$ cat src/rtl/roc_collect.sv
// -----------------------------------------------------------------------------
// roc_collect
//
// Harvester stage that sits after the RO-race bit extractor in the TRNG path.
// It sequences the extractor's reset/start controls and brings the
// asynchronous busy flag into the clk domain. It takes one raw bit per race
// from ro_rdata[0] and packs the accepted bits into WORD-bit words. Each word
// is presented on a valid/ready output.
//
// Optional feature macro: ROC_COLLECT_VN_EN
//   defined   -> Von Neumann debiasing on consecutive raw bit pairs
//   undefined -> every raw bit is accepted directly
//
// Parameters
//   Nbc      width of the extractor data bus (only bit 0 is used)
//   WORD     output word width (>= 2)
//   RST_CYC  cycles ro_rst is held high before each race (>= 1)
//   TO_CYC   timeout budget in clk cycles across ARM + RUN (16-bit counter)
//
// Ports
//   clk        system clock
//   rst        asynchronous active-high reset
//   en         enable harvesting
//   ro_rst     extractor reset (registered)
//   ro_str     extractor start (registered)
//   ro_busy    extractor busy, asynchronous to clk
//   ro_rdata   extractor data; bit 0 is the race result
//   out_data   harvested word (registered)
//   out_valid  out_data is valid (registered)
//   out_ready  consumer accepts the word
//   err        sticky timeout flag, cleared only by rst
// -----------------------------------------------------------------------------
module roc_collect #(
  parameter int Nbc     = 14,
  parameter int WORD    = 32,
  parameter int RST_CYC = 4,
  parameter int TO_CYC  = 65535
) (
  input  logic            clk,
  input  logic            rst,
  input  logic            en,
  output logic            ro_rst,
  output logic            ro_str,
  input  logic            ro_busy,
  input  logic [Nbc-1:0]  ro_rdata,
  output logic [WORD-1:0] out_data,
  output logic            out_valid,
  input  logic            out_ready,
  output logic            err
);

  localparam int              CW       = $clog2(WORD) + 1;
  localparam logic [15:0]     RST_LAST = 16'(RST_CYC - 1);
  localparam logic [15:0]     TO_LIM   = 16'(TO_CYC);
  localparam logic [CW-1:0]   BIT_LAST = CW'(WORD - 1);

  typedef enum logic [2:0] {
    S_IDLE,
    S_RESET,
    S_SETUP,
    S_START,
    S_ARM,
    S_RUN,
    S_SAMPLE,
    S_DELIVER
  } state_t;

  state_t          state, state_nxt;
  logic            busy_m, busy_s;
  logic [15:0]     cnt, cnt_nxt;
  logic [WORD-1:0] sreg;
  logic [CW-1:0]   bit_cnt;
  logic            raw_bit;
  logic            acc, acc_bit;
  logic            word_full;
  logic            timeout;
  logic            abort;
  logic            load;

  // Upper data bits are deliberately ignored.
  logic unused_rdata;
  assign unused_rdata = ^ro_rdata[Nbc-1:1];

  assign raw_bit = ro_rdata[0];

  // ---------------------------------------------------------------------------
  // Busy synchroniser (2 FF). ro_busy has no timing relation to clk.
  // ---------------------------------------------------------------------------
  // NOTE: sequential state uses non-blocking assignments so every flop samples
  // the pre-edge value of its neighbours; blocking here would collapse the
  // synchroniser into a single stage.
  always_ff @(posedge clk or posedge rst) begin
    if (rst) begin
      busy_m <= 1'b0;
      busy_s <= 1'b0;
    end else begin
      busy_m <= ro_busy;
      busy_s <= busy_m;
    end
  end

  // ---------------------------------------------------------------------------
  // Bit stage: decides whether the current raw bit yields an accepted bit.
  // ---------------------------------------------------------------------------
`ifdef ROC_COLLECT_VN_EN
  logic pair_vld;
  logic pair_bit;

  // 01 -> 0, 10 -> 1: the accepted bit is always the first bit of the pair.
  always_comb begin
    acc     = pair_vld && (pair_bit != raw_bit);
    acc_bit = pair_bit;
  end
`else
  always_comb begin
    acc     = 1'b1;
    acc_bit = raw_bit;
  end
`endif

  assign word_full = acc && (bit_cnt == BIT_LAST);

  // ---------------------------------------------------------------------------
  // FSM
  // ---------------------------------------------------------------------------
  always_ff @(posedge clk or posedge rst) begin
    if (rst) begin
      state <= S_IDLE;
      cnt   <= '0;
    end else begin
      state <= state_nxt;
      cnt   <= cnt_nxt;
    end
  end

  // NOTE: every signal driven here gets a default first, so no path through
  // the case statement can leave one unassigned and infer a latch.
  always_comb begin
    state_nxt = state;
    timeout   = 1'b0;
    abort     = 1'b0;
    case (state)
      S_IDLE:    if (en) state_nxt = S_RESET;
      S_RESET:   if (cnt == RST_LAST) state_nxt = S_SETUP;
      S_SETUP:   state_nxt = S_START;
      S_START:   if (cnt == 16'd1) state_nxt = S_ARM;
      S_ARM: begin
        if (cnt == TO_LIM) begin
          timeout   = 1'b1;
          state_nxt = S_RESET;
        end else if (busy_s) begin
          state_nxt = S_RUN;
        end
      end
      S_RUN: begin
        if (cnt == TO_LIM) begin
          timeout   = 1'b1;
          state_nxt = S_RESET;
        end else if (!busy_s) begin
          state_nxt = S_SAMPLE;
        end
      end
      S_SAMPLE: begin
        if (word_full) state_nxt = S_DELIVER;
        else           state_nxt = en ? S_RESET : S_IDLE;
      end
      // Wait for the previous word to drain; en is only honoured after the load.
      S_DELIVER: if (!out_valid) state_nxt = en ? S_RESET : S_IDLE;
      default:   state_nxt = S_IDLE;
    endcase

    // Losing en outside IDLE/DELIVER aborts the partial word immediately.
    if (!en && (state != S_IDLE) && (state != S_DELIVER)) begin
      abort     = 1'b1;
      timeout   = 1'b0;
      state_nxt = S_IDLE;
    end
  end

  // One counter serves RESET/START durations and the ARM+RUN timeout. It is
  // cleared on every state change except ARM->RUN, so the timeout budget spans
  // both states; it holds in SAMPLE once the race is over.
  always_comb begin
    cnt_nxt = cnt;
    if ((state_nxt != state) && !((state == S_ARM) && (state_nxt == S_RUN)))
      cnt_nxt = '0;
    else if (state inside {S_RESET, S_START, S_ARM, S_RUN})
      cnt_nxt = cnt + 16'd1;
  end

  assign load = (state == S_DELIVER) && !out_valid;

  // ---------------------------------------------------------------------------
  // Extractor controls, registered from the next state so they line up with it.
  // ---------------------------------------------------------------------------
  always_ff @(posedge clk or posedge rst) begin
    if (rst) begin
      ro_rst <= 1'b1;
      ro_str <= 1'b0;
    end else begin
      ro_rst <= (state_nxt == S_IDLE) || (state_nxt == S_RESET);
      ro_str <= (state_nxt == S_START);
    end
  end

  // ---------------------------------------------------------------------------
  // Packing: shift right so the first accepted bit ends in bit 0.
  // ---------------------------------------------------------------------------
  always_ff @(posedge clk or posedge rst) begin
    if (rst) begin
      sreg    <= '0;
      bit_cnt <= '0;
    end else if (abort) begin
      sreg    <= '0;
      bit_cnt <= '0;
    end else if ((state == S_SAMPLE) && acc) begin
      sreg    <= {acc_bit, sreg[WORD-1:1]};
      bit_cnt <= bit_cnt + CW'(1);
    end else if (load) begin
      bit_cnt <= '0;
    end
  end

`ifdef ROC_COLLECT_VN_EN
  always_ff @(posedge clk or posedge rst) begin
    if (rst) begin
      pair_vld <= 1'b0;
      pair_bit <= 1'b0;
    end else if (abort || timeout) begin
      pair_vld <= 1'b0;
    end else if (state == S_SAMPLE) begin
      pair_vld <= !pair_vld;
      if (!pair_vld) pair_bit <= raw_bit;
    end
  end
`endif

  // ---------------------------------------------------------------------------
  // Output word and error flag. A load only happens with out_valid low, so it
  // never coincides with a handshake.
  // ---------------------------------------------------------------------------
  always_ff @(posedge clk or posedge rst) begin
    if (rst) begin
      out_data  <= '0;
      out_valid <= 1'b0;
      err       <= 1'b0;
    end else begin
      if (load) begin
        out_data  <= sreg;
        out_valid <= 1'b1;
      end else if (out_valid && out_ready) begin
        out_valid <= 1'b0;
      end
      if (timeout) err <= 1'b1;
    end
  end

endmodule

$ cat config.mk
export PLATFORM = sky130hd
export DESIGN_NAME = roc_collect
export DESIGN_NICKNAME = d
export VERILOG_FILES = /design/src/rtl/roc_collect.sv
export SDC_FILE = /design/constraint.sdc
export NUM_CORES = 1
export LEC_CHECK = 0
export CORE_UTILIZATION = 35
export CTS_CLUSTER_DIAMETER = 100
export DETAILED_ROUTE_END_ITERATION = 10
export PLACE_DENSITY = 0.64
export SETUP_SLACK_MARGIN = 0.05
export SYNTH_ARGS = -nofsm -noshare
export SYNTH_HDL_FRONTEND = slang
export SYNTH_SLANG_ARGS = --single-unit
$ cat constraint.sdc
create_clock -name clk -period 3.5 [get_ports clk]
set_input_delay 0.7 -clock clk [delete_from_list [all_inputs] [get_ports clk]]
set_output_delay 0.7 -clock clk [all_outputs]
set_load 0.005 [all_outputs]
## Word level (Yosys, flattened, before mapping)

Index checks and enable logic that the tools add are counted.
W data, S select, Z words.

| operators by class | value |
|---|---|
| add/sub/neg operators | 2 |
| equal/unequal tests | 16 |
| mux-type cells | 25 |
| reduce and logical (&&, ||, !) cells | 19 |

Operator list:

| cell | number |
|---|---|
| $mux W32 | 2 |
| $mux W16 | 2 |
| $mux W3 | 10 |
| $pmux W3 S8 | 1 |
| $mux W6 | 3 |
| $add A16 B1 Y16 const B | 1 |
| $eq A16 B1 Y1 const B | 1 |
| $eq A16 B16 Y1 const B | 1 |
| $eq A16 B2 Y1 const B | 1 |
| $eq A3 B3 Y1 const B | 5 |
| $eq A3 B2 Y1 const B | 3 |
| $mux W1 | 7 |
| $add A6 B1 Y6 const B | 1 |
| $eq A3 B1 Y1 const B | 2 |
| $eq A6 B5 Y1 const B | 1 |
| $logic_and A1 B1 Y1 | 6 |
| $logic_not A3 Y1 | 2 |
| $reduce_bool A2 Y1 | 3 |
| $reduce_bool A3 Y1 | 2 |
| $reduce_bool A4 Y1 | 1 |
| $logic_not A1 Y1 | 3 |
| $ne A3 B3 Y1 | 1 |
| $ne A3 B3 Y1 const B | 1 |
| $reduce_or A2 Y1 | 1 |
| $logic_or A1 B1 Y1 | 1 |

| storage, ports and cells | value |
|---|---|
| register bits after elaboration | 95 |
| input bits | 19 |
| output and inout bits | 36 |
| word-level logic and storage cells | 73 |

## Logic depth before layout (Yosys ltp)

| logic depth | value |
|---|---|
| depth after elaboration | 9 |
| gate-level depth with buffers | 9 |
| depth with buffers taken out | 8 |

## Least setup slack after synthesis

Ideal clock, no wire load.

| timing | value |
|---|---|
| path kind | reg-to-reg |
| from | reg cnt[9] |
| to | reg cnt[10] |
| library setup time | 0.125 ns |
| arrival time | 2.180 ns |
| required time | 3.375 ns |
| path slack | 1.195 ns |
| stages on the path, launching flop included | 8 |
| path buffers | 1 |
| period minus slack after synthesis | 2.305 ns |
| path through | dfrtp_1 or4_1 or4_4 o21ai_1 o311ai_1 buf_2 nand4_1 o21ai_1 |

| between the ends | value |
|---|---|
| longest elaborated chain between the ends | 9 |
| elaborated cells on any way between the ends | 18 |
| classes of those cells | 1 x add/sub; 5 x eq/ne; 8 x mux; 4 x reduce/logical |

Ends and longest elaborated chain:

| element | line | text |
|---|---|---|
| start: declaration | 70 | `logic [15:0] cnt, cnt_nxt;` |
| start signal: assignment | 132 | `cnt <= cnt_nxt;` |
| $eq A16 B16 Y1 (tied with other cells) | 148, 156 |  |
| $mux W3, on equally long branches | -- |  |
| $pmux W3 S8 | 142 | `case (state)` |
| $mux W3 | 173 | `if (!en && (state != S_IDLE) && (state != S_DELIVER)) begin` |
| $eq A3 B3 Y1 | 185 | `if ((state_nxt != state) && !((state == S_ARM) && (state_nxt == S_RUN)))` |
| $logic_and A1 B1 Y1 | 185 |  |
| $logic_not A1 Y1 | 185 |  |
| $logic_and A1 B1 Y1 | 185 |  |
| $mux W16 / $reduce_bool A2 Y1 (equally long branches) | -- |  |

Parallel ways exist; a longest one is shown, timed or not. The select of a mux whose other input is x is not followed.
A chain may end at the register's enable or synchronous reset.

## Final worst setup path

| timing | value |
|---|---|
| from | reg cnt[9] |
| to | reg cnt[7] |

| between the ends | value |
|---|---|
| longest elaborated chain between the ends | 9 |
| elaborated cells on any way between the ends | 16 |
| classes of those cells | 5 x eq/ne; 7 x mux; 4 x reduce/logical |

Ends and longest elaborated chain:

| element | line |
|---|---|
| $eq A16 B16 Y1 (tied with other cells) | 148, 156 |
| $mux W3, on equally long branches | -- |
| $pmux W3 S8 (*) | 142 |
| $mux W3 (*) | 173 |
| $eq A3 B3 Y1 | 185 |
| $logic_and A1 B1 Y1 | 185 |
| $logic_not A1 Y1 | 185 |
| $logic_and A1 B1 Y1 (*) | 185 |
| $mux W16 / $reduce_bool A2 Y1 (equally long branches) | -- |

Every way passes the cells marked *; elsewhere a longest branch is shown, timed or not.

==> Implementation_results.wiki <==
{| class="wikitable"
! Metric !! Value
|-
| Clk Tree Root Cell || clkbuf_16
|-
| Number of warning messages in the yosys log || 0
|-
| Fin Hold WS || 0.353 ns
|-
| TNS Setup || 0 ns
|-
| Sequential cell area || 2380 um2
|-
| Post-synthesis sequential area ratio || 55.8%
|-
| Boundary Pins || 55
|-
| Antenna Nets Post-Route || 0
|-
| Number of buffers inserted by hold repair at cts || 0
|-
| Required time worst endpoint || 3.76 ns
|-
| Multi-input logic area || 1770 um2
|-
| Static leakage power || 2.30 nW
|-
| Setup-failing EPs final || 0
|-
| Library cell contributing the largest single delay on the critical path || or4_4
|-
| Critical hold path startpoint || busy_m
|-
| Filler instances || 1079
|-
| Fin Clk Skew || 0.00610 ns
|-
| Area of the mapped netlist || 4260 um2
|-
| Slew of the pin with the lowest slew margin || 0.626 ns
|-
| Final count of hold timing violations || 0
|-
| Family with the most delay on the worst path || simple AND/OR/NAND/NOR gates
|-
| Initial core utilization || 36.5%
|-
| Library cell occupying the most area in the post-synthesis netlist || dfrtp_1
|-
| Worst setup slack after layout || 0.890 ns
|-
| Antenna diode count || 0
|-
| Kind of launch point of the worst setup path || flip-flop
|-
| Classification of the worst-slack hold path || reg -> reg
|-
| Routed WL per cell || 15.9 um
|-
| Cell area after layout || roughly 5000 um2
|-
| Most common cell after layout, fill and taps aside || dfrtp_1
|-
| Post-detailed-route via-to-cell ratio || 5.61
|-
| Clock latency at the later pin of the worst-skew pair || approximately 0.33 ns
|-
| Largest stage delay on the critical path || 0.59 ns
|-
| Top flip-flop cell by instance count after synthesis || dfrtp_1
|-
| Vias in the first global route || 3026
|-
| Post-Synthesis Net Count || 380
|-
| Origin of the worst setup path || cnt[9]
|-
| Total power || 2.19 mW
|-
| Unrepaired setup endpoints after global routing || false
|-
| Share of the cycle needed by the critical path after routing || between 70% and 80%
|-
| Number of buffers created by CTS || 9
|-
| Max Fanout on Critical Path || 18
|-
| Via count || 3064
|-
| Sink Count || 95
|-
| Final layout net count || 420
|-
| Number of post-CTS setup repair buffers || 0
|-
| Post-cts resize count || 0
|-
| Maximum frequency from static timing analysis || 0.383 GHz
|-
| Worst-path clk slew || about 0.07 ns
|-
| Overall die width || around 110 um
|-
| CP bufs+invs || 0
|-
| Stages on worst setup path || 6
|-
| Clock tree from TritonCTS || built
|-
| Maximum capacitance violations || 0
|-
| Most frequent cells in the layout || dfrtp_1 (94), clkdlybuf4s50_1 (41), a22o_1 (35)
|-
| Synth-to-layout area growth || 20.7%
|-
| Remaining max-slew budget at the tightest pin || 58.3%
|-
| Peak supply drop || 0.000287 V
|-
| # port buffers || 41
|-
| Pwr/cell area || about 430 nW/um2
|-
| Final HPWL DP || 5520 um
|-
| Register-to-register path setup slack || 0.89 ns
|-
| Reg-to-reg critical path startpoint || cnt[9]
|-
| Crit Reg-Reg Endpoint || cnt[7]
|-
| Endpoint arrival time on the critical path || around 2.9 ns
|-
| Number of flops mapped to enable cells by yosys || 0
|-
| Antenna violations before repair || 0
|-
| Fraction of the core area covered by cells at the end of the flow || 44.1%
|-
| Cells taking the most area after synthesis || dfrtp_1 (55%), mux2_2 (8.5%), a22o_1 (7.2%)
|-
| Maximum buffer depth of the clock tree || 2
|-
| Cell chain of the critical path || or4_1, or4_4, nand3b_4, a31oi_4, nand3_1, o21ai_1
|-
| Placed Cells || 530
|-
| DRT Pass-1 Iters || 9
|-
| Number of H-tree levels || 3
|-
| Post-synthesis async set-or-reset flop share || 100%
|-
| Core box area || about 12000 um2
|-
| Unique cell type count in the Yosys netlist || 51
|-
| Violations in the final reports || DRC
|-
| Die Footprint || 12600 um2
|-
| Mapped Avg Cell Area || 11.9 um2
|-
| Row count || 39
|-
| Remaining global-route overflow || 0
|-
| Post-synthesis instance total || 358
|-
| Drt drc || 1
|-
| Total GRT Usage || 14.5%
|-
| Area share of the leading cell type in the synthesized netlist || 55.2%
|-
| Post-Place Worst Slack || 0.579 ns
|-
| Flop and latch count out of synthesis || 95
|-
| R2R depth || 6
|-
| Post-Layout Cell Count || between 500 and 600
|-
| Placed cell areas || 4850 um2
|-
| Result of the run || finished, violations left
|-
| Violation count after the first detailed-routing iteration || 152
|-
| Count of pins over their slew limit || 0
|-
| Global-route wire length before repair || 14800 um
|-
| Critical path capture point || cnt[7]
|-
| Fraction of layout instances using a drive strength above 1 || 17.9%
|-
| Y dimension of the die || 112 um
|-
| Element type at the critical path end || flip-flop
|-
| Clock period minus worst slack || 2.61 ns
|-
| Post-Route WL || 8670 um
|-
| Weighted congestion reported at the end of routability-driven placement || 0.804
|-
| Critical path type || reg -> reg
|-
| Largest net degree at the start of global routing || 96
|}
layout make-up:
cell class	instances	share of cell area, %
Clock inverter	7	1.34
Multi-Input combinational cell	234	34.4
Sequential cell	95	46.2
Tap cell	143	3.48
Clock buffer	9	4.38
Inverter	7	0.535
Timing Repair Buffer	51	9.68
synthesized netlist by cell type, drive strengths merged (3+ instances only):
library cell	instances
dfrtp	94
a22o	35
mux2	32
o21ai	27
nand3	24
nand4	23
nor2	17
nand2	13
clkbuf	12
buf	10
xnor2	10
inv	6
nor4	6
xor2	6
or4	4
a31oi	3
and4	3
ha	3
where the power goes:
group | internal (mW) | leakage [nW] | switching (mW)
combinational | 0.0409 | 0.841 | 0.0745
sequential | 1.11 | 1.32 | 0.0150
clock | 0.499 | 0.142 | 0.452
metal layers:
layer	part of all wire [%]	track usage (%)	up-vias
li1	-	-	1425
met4	1.2	4.53	0
met2	47	23.5	79
met5	0	0	-
met3	4.4	2.65	8
met1	47	19.9	1552
worst register-to-register path: stages (launching register included):
cell,delay (ns)
dfrtp_1,0.43
or4_1,0.57
or4_4,0.59
nand3b_4,0.18
a31oi_4,0.50
nand3_1,0.15
o21ai_1,0.12
sequential cells by signal, summed over array words and instances (netlist names):
name,cells
busy_s,1
bit_cnt,6
out_valid,1
state,3
sreg,32
out_data,32
ro_str,1
busy_m,1
cnt,16
err,1
ro_rst,1
logic make-up (layout without fill, tap and decap cells):
family	after synthesis	in the layout	share of synthesized area, %
AO/OA/AOI/OAI	82	82	14.4
adder cells (fa/ha/maj)	3	3	0.881
multiplexers	32	32	8.46
buffers and inverters	29	74	2.97
flip-flops	95	95	55.8
XOR/XNOR	16	16	3.29
AND/OR/NAND/NOR	101	101	14.2
worst min path at each step:
| stage | to | slack [ns] | cells after the start |
|---|---|---|---|
| final | busy_s | 0.35 | 0 |
| after global routing | busy_s | 0.37 | 0 |
| after CTS | busy_s | 0.36 | 0 |
| after detailed placement | busy_s | 0.34 | 0 |
| after global placement | busy_s | 0.34 | 0 |
| after floorplan | busy_s | 0.33 | 0 |
(Power assumes the default switching activity.)
